[config.mk]
export PLATFORM = sky130hd
export DESIGN_NAME = packed_slot_arbiter
export DESIGN_NICKNAME = d
export VERILOG_FILES = /design/src/rtl/packed_slot_pkg.sv /design/src/rtl/packed_slot_arbiter_rr_pick.sv /design/src/rtl/packed_slot_arbiter.sv
export SDC_FILE = /design/constraint.sdc
export NUM_CORES = 1
export LEC_CHECK = 0
export ABC_AREA = 0
export CORE_ASPECT_RATIO = 1.5
export CORE_MARGIN = 10
export CORE_UTILIZATION = 45
export CTS_CLUSTER_SIZE = 20
export DETAILED_ROUTE_END_ITERATION = 16
export PLACE_DENSITY = 0.78
export SKIP_CTS_REPAIR_TIMING = 1
export SYNTH_ARGS = -nofsm -noshare
export SYNTH_HDL_FRONTEND = slang
export SYNTH_SLANG_ARGS = --single-unit
[constraint.sdc]
create_clock -name clk -period 6.75 [get_ports clk]
set_input_delay 1.6875 -clock clk [delete_from_list [all_inputs] [get_ports clk]]
set_output_delay 1.6875 -clock clk [all_outputs]
set_load 0.005 [all_outputs]
[src/rtl/packed_slot_pkg.sv]
// Shared types for the packed slot arbiter: slot payload layout and FSM states.
package packed_slot_pkg;

    localparam int unsigned SLOT_DW = 8;

    typedef struct packed {
        logic               valid;
        logic [SLOT_DW-1:0] data;
    } slot_t;

    typedef enum logic [1:0] {
        IDLE   = 2'd0,
        GRANT  = 2'd1,
        LOCKED = 2'd2
    } state_t;

endpackage

[src/rtl/packed_slot_arbiter_rr_pick.sv]
// Combinational round-robin search: first requester at or after ptr (mod NREQ) wins.
module rr_pick #(
    parameter int unsigned NREQ = 4
) (
    input  logic [NREQ-1:0]         req,
    input  logic [$clog2(NREQ)-1:0] ptr,
    output logic [NREQ-1:0]         win_oh,
    output logic [$clog2(NREQ)-1:0] win_idx,
    output logic                    any
);

    localparam int unsigned PW = $clog2(NREQ);

    int unsigned     k;
    logic [PW-1:0]   kk;

    always_comb begin
        win_oh  = '0;
        win_idx = '0;
        any     = 1'b0;
        k       = 0;
        kk      = '0;
        for (int unsigned i = 0; i < NREQ; i++) begin
            k  = (32'(ptr) + i) % NREQ;
            kk = PW'(k);
            if (!any && req[kk]) begin
                any        = 1'b1;
                win_idx    = kk;
                win_oh[kk] = 1'b1;
            end
        end
    end

endmodule

[src/rtl/packed_slot_arbiter.sv]
// Round-robin, lockable arbiter granting NREQ requesters write access to a packed slot array.
module packed_slot_arbiter
    import packed_slot_pkg::*;
#(
    parameter int unsigned NREQ    = 4,
    parameter int unsigned DEPTH   = 4,
    parameter int unsigned DW      = SLOT_DW,
    parameter int unsigned MAXLOCK = 8
) (
    input  logic                                 clk,
    input  logic                                 rst_n,
    input  logic [NREQ-1:0]                      req,
    input  logic [NREQ-1:0]                      lock,
    input  logic [NREQ-1:0][$clog2(DEPTH)-1:0]   wr_idx,
    input  logic [NREQ-1:0][DW-1:0]              wr_data,
    input  logic [DEPTH-1:0]                     clr,
    output logic [NREQ-1:0]                      gnt,
    output logic                                 busy,
    output logic [DEPTH-1:0][DW:0]               slots
);

    localparam int unsigned PW = $clog2(NREQ);
    localparam int unsigned CW = $clog2(MAXLOCK + 1);

    state_t                  state_q, state_d;
    logic [PW-1:0]           ptr_q, ptr_d;
    logic [PW-1:0]           owner_q, owner_d;
    logic [CW-1:0]           lock_cnt_q, lock_cnt_d;
    logic [NREQ-1:0]         gnt_q, gnt_d;
    logic                    busy_q;
    logic [DEPTH-1:0][DW:0]  slot_q, slot_d;
    logic                    wr_en;
    logic                    rel;

    logic [NREQ-1:0]         pick_oh;
    logic [PW-1:0]           pick_idx;
    logic                    pick_any;

    rr_pick #(.NREQ(NREQ)) u_rr_pick (
        .req     (req),
        .ptr     (ptr_q),
        .win_oh  (pick_oh),
        .win_idx (pick_idx),
        .any     (pick_any)
    );

    // Next-state: decide write/hold/release for the current owner, then re-arbitrate on release.
    always_comb begin
        state_d    = state_q;
        ptr_d      = ptr_q;
        owner_d    = owner_q;
        lock_cnt_d = lock_cnt_q;
        gnt_d      = gnt_q;
        wr_en      = 1'b0;
        rel        = 1'b0;

        case (state_q)
            IDLE: rel = 1'b1;
            GRANT: begin
                if (req[owner_q]) begin
                    wr_en = 1'b1;
                    if (lock[owner_q]) begin
                        state_d    = LOCKED;
                        lock_cnt_d = CW'(1);
                    end else begin
                        rel = 1'b1;
                    end
                end else begin
                    rel = 1'b1;
                end
            end
            LOCKED: begin
                if (req[owner_q]) begin
                    wr_en = 1'b1;
                    // This cycle is granted cycle lock_cnt_q+1; release once it reaches MAXLOCK.
                    if (lock[owner_q] && (32'(lock_cnt_q) + 1 < MAXLOCK)) begin
                        lock_cnt_d = lock_cnt_q + CW'(1);
                    end else begin
                        rel = 1'b1;
                    end
                end else begin
                    rel = 1'b1;
                end
            end
            default: rel = 1'b1;
        endcase

        if (rel) begin
            lock_cnt_d = '0;
            if (pick_any) begin
                state_d = GRANT;
                gnt_d   = pick_oh;
                owner_d = pick_idx;
                ptr_d   = (pick_idx == PW'(NREQ - 1)) ? '0 : pick_idx + PW'(1);
            end else begin
                state_d = IDLE;
                gnt_d   = '0;
            end
        end
    end

    // Slot update: clear drops valid, a same-cycle write to that slot overrides it.
    always_comb begin
        slot_d = slot_q;
        for (int unsigned j = 0; j < DEPTH; j++) begin
            if (clr[j]) slot_d[j][DW] = 1'b0;
        end
        if (wr_en) slot_d[wr_idx[owner_q]] = {1'b1, wr_data[owner_q]};
    end

    always_ff @(posedge clk) begin
        if (!rst_n) begin
            state_q    <= IDLE;
            ptr_q      <= '0;
            owner_q    <= '0;
            lock_cnt_q <= '0;
            gnt_q      <= '0;
            busy_q     <= 1'b0;
            slot_q     <= '0;
        end else begin
            state_q    <= state_d;
            ptr_q      <= ptr_d;
            owner_q    <= owner_d;
            lock_cnt_q <= lock_cnt_d;
            gnt_q      <= gnt_d;
            busy_q     <= (state_d != IDLE);
            slot_q     <= slot_d;
        end
    end

    assign gnt   = gnt_q;
    assign busy  = busy_q;
    assign slots = slot_q;

endmodule
==> run_results.csv <==
group,metric,value,unit
floorplan,io_pins,95,
routing,wirelength,7580,um
floorplan,rows,34,
place,place.port_buffers,94,
sta,rsz0062_at_grt,"no",
clock_tree,cts_tree,"yes",
global_routing,grt_pass1_wl,12500,um
synthesis,synthTopCellsByArea,"dfxtp_1 38%, mux2i_1 13%, mux4_2 12%, nor2_1 7.6%, ha_1 4.7%",
clock_tree,clk_latency,310,ps
power,cellLeakagePower,1.39,nW
place,dpl.cell_count,424,
worst_hold_path,hold_class,"reg2reg",
floorplan,start_util,46.1,%
finish,area_delta_synth_final,39.9,%
finish,antenna_cells,0,
synthesis,synthFlopType,"dfxtp_1",
power,vdd_drop_max,180,uV
worst_setup_path,critPathArrivalTime,3970,ps
routing,vias,2326,
power,intPower,0.000743,W
sta,slew_headroom,43.5,%
finish,post-route-util,64.4,%
synthesis,syn_nets,335,
finish,stdcell_count,432,
routing,ant_nets,0,
clock_tree,clock-root-buffer,"clkbuf_8",
worst_setup_path,criticalPathCategory,"in2reg",
worst_setup_path,path_cells,"clkdlybuf4s50_1 > mux4_2 > nor2b_1 > nor3b_2 > mux2i_1 > nor2_1",
synthesis,synth_common_cells,"54 x nor2_1, 51 x dfxtp_1, 34 x mux2i_1",
worst_setup_path,cp_top_family,"simple AND/OR/NAND/NOR gates",
power,p_seq_share,35.6,%
sta,period_minus_slack,3770,ps
finish,drive_above_1_share,9.72,%
global_routing,grt_pass1_vias,2418,
worst_setup_path,required,6940,ps
synthesis,avgSynthCellArea,9.83,um2
power,power_frac_comb,49.3,%
sta,finClkSkew,8.89,ps
place,hpwl,6140,um
power,swShare,38.3,%
sta,hold_viol,0,
worst_setup_path,crit_slowest_cell,"nor3b_2",
worst_setup_path,cp_slowest_stage_delay,740,ps
global_routing,antenna_found_initial,0,
outcome,status,"finished, final reports clean",
synthesis,synth_area_leader_cell,"dfxtp_1",
sta,final.setup.tns,0,ps
clock_tree,clkSlewWorstSetupHoldPaths,100,ps
synthesis,ys_seq_elements,51,
synthesis,synth_most_common_cell,"nor2_1",
global_routing,grt_max_degree,42,
floorplan,die_w,82.8,um
sta,postLayoutSetupSlackWorst,2980,ps
global_routing,grtUsageTotal,16.0,%
clock_tree,numCtsBuffers,5,
synthesis,ys_types,43,
synthesis,async_reset_ff_share,0,%
finish,nets,423,
place,gp_congestion,0.792,
sta,report.final.slew_viol_count,0,
routing,drtIter0Drc,77,
synthesis,yosysWarnings,0,
floorplan,core,0.00579,mm2
power,fin_total_pwr,0.00120,W
synthesis,synth-seq-area-share,38.3,%
floorplan,die_y,114,um
routing,drt_pre_antenna_iters,5,
clock_tree,clkSinkCount,51,
sta,period_share,55.9,%
run,maxCapViolCount,0,
floorplan,die_area,0.00946,mm2
worst_setup_path,start_kind,"input pin",
sta,worst_slew_pin_slew,844,ps
clock_tree,cts_buffer_depth,2,
clock_tree,htree_levels,2,
global_routing,overflow,0,
power,p_clk_share,15.1,%
place,place_ws,2660,ps
synthesis,synth_top_area_share,38.3,%
power,p_per_area,323,mW/mm2
synthesis,synth-edff-count,0,
worst_setup_path,cp_num_buf_inv,1,
synthesis,synth_area,0.00267,mm2
synthesis,synthCells,271,
worst_setup_path,critPathCaptureType,"register",
routing,routedWlPerCell,17.6,um
sta,setup_viol,0,
sta,fmax,265,MHz
routing,post-route-drc-count,0,
power,p_sw,0.000461,W
routing,routed_via_density,5.38,
worst_setup_path,crit_fanout,10,
[cell usage in the layout, fill, tap and decap left out, types with 2 or more instances in the layout]
cell and count:
clkdlybuf4s50_1 94, nor2_1 54, dfxtp_1 51, mux2i_1 34, a21oi_1 17, mux4_2 14
nand2_1 11, inv_1 10, ha_1 10, o21ai_0 6, nand2b_1 5, o21ai_1 5
clkbuf_8 5, a22oi_1 4, a31oi_1 3, a211oi_1 3, nor3_1 2, nand3_1 2
mux2_2 2, xnor2_1 2, nand3b_1 2
[routing by layer]
layer  part of all wire [%]  track usage, %  vias up
met1                     41            17.9     1098
met3                    6.0            4.06       10
met4                    1.4            4.56        0
met5                      0               0        -
met2                     51            29.0       92
li1                       -               -     1126
[cells by family after synthesis]
kind of cell	Yosys count	synth area share, %
AO/OA/AOI/OAI	45	10.5
XOR/XNOR	2	0.657
adder cells (fa/ha/maj)	10	4.69
buffers and inverters	25	4.41
flip-flops	51	38.3
multiplexers	51	26.3
AND/OR/NAND/NOR	87	15.1
[power groups by stage]
stage / registers [W] / clock network, W / logic, W
after floorplan: 0.000401 / 0 / 0.000430
after global placement: 0.000433 / 0 / 0.000584
after detailed placement: 0.000435 / 0 / 0.000599
after CTS: 0.000429 / 0.000188 / 0.000601
after global routing: 0.000440 / 0.000200 / 0.000652
final: 0.000428 / 0.000182 / 0.000594
[layout make-up]
class	count	area, um2
clock inverter	3	27.5
timing repair buffer	95	948
inverter	11	41.3
sequential	51	1020
tap	72	90.1
multi-input combinational	195	1530
fill	507	2060
clock buffer	5	68.8
[worst reg2reg max path, delay by kind of cell (launching register included)]
family	cells	cell delay [ps]
buffers and inverters	1	260
flip-flops	1	650
multiplexers	1	650
AND/OR/NAND/NOR	2	350
XOR/XNOR	1	110
adder cells (fa/ha/maj)	1	520
AO/OA/AOI/OAI	2	340
[through the flow]
stage | hold slack [ps] | area (um2)
2_1_floorplan | 444 | 2670
4_1_cts | 468 | 3730
3_5_place_dp | 453 | 3630
3_3_place_gp | 447 | 3630
6_report | 468 | 3730
5_1_grt | 499 | 3730
[worst paths after layout]
kind	from	cells past startpoint	slack (ps)	to
setup reg to reg	register	8	3810	ptr_q[1]
setup / recovery	req[1]	6	2980	register
hold / removal	gnt[2]	2	470	gnt[2]
hold reg to reg	gnt[2]	2	470	gnt[2]
Power figures use the tool's default switching activity.
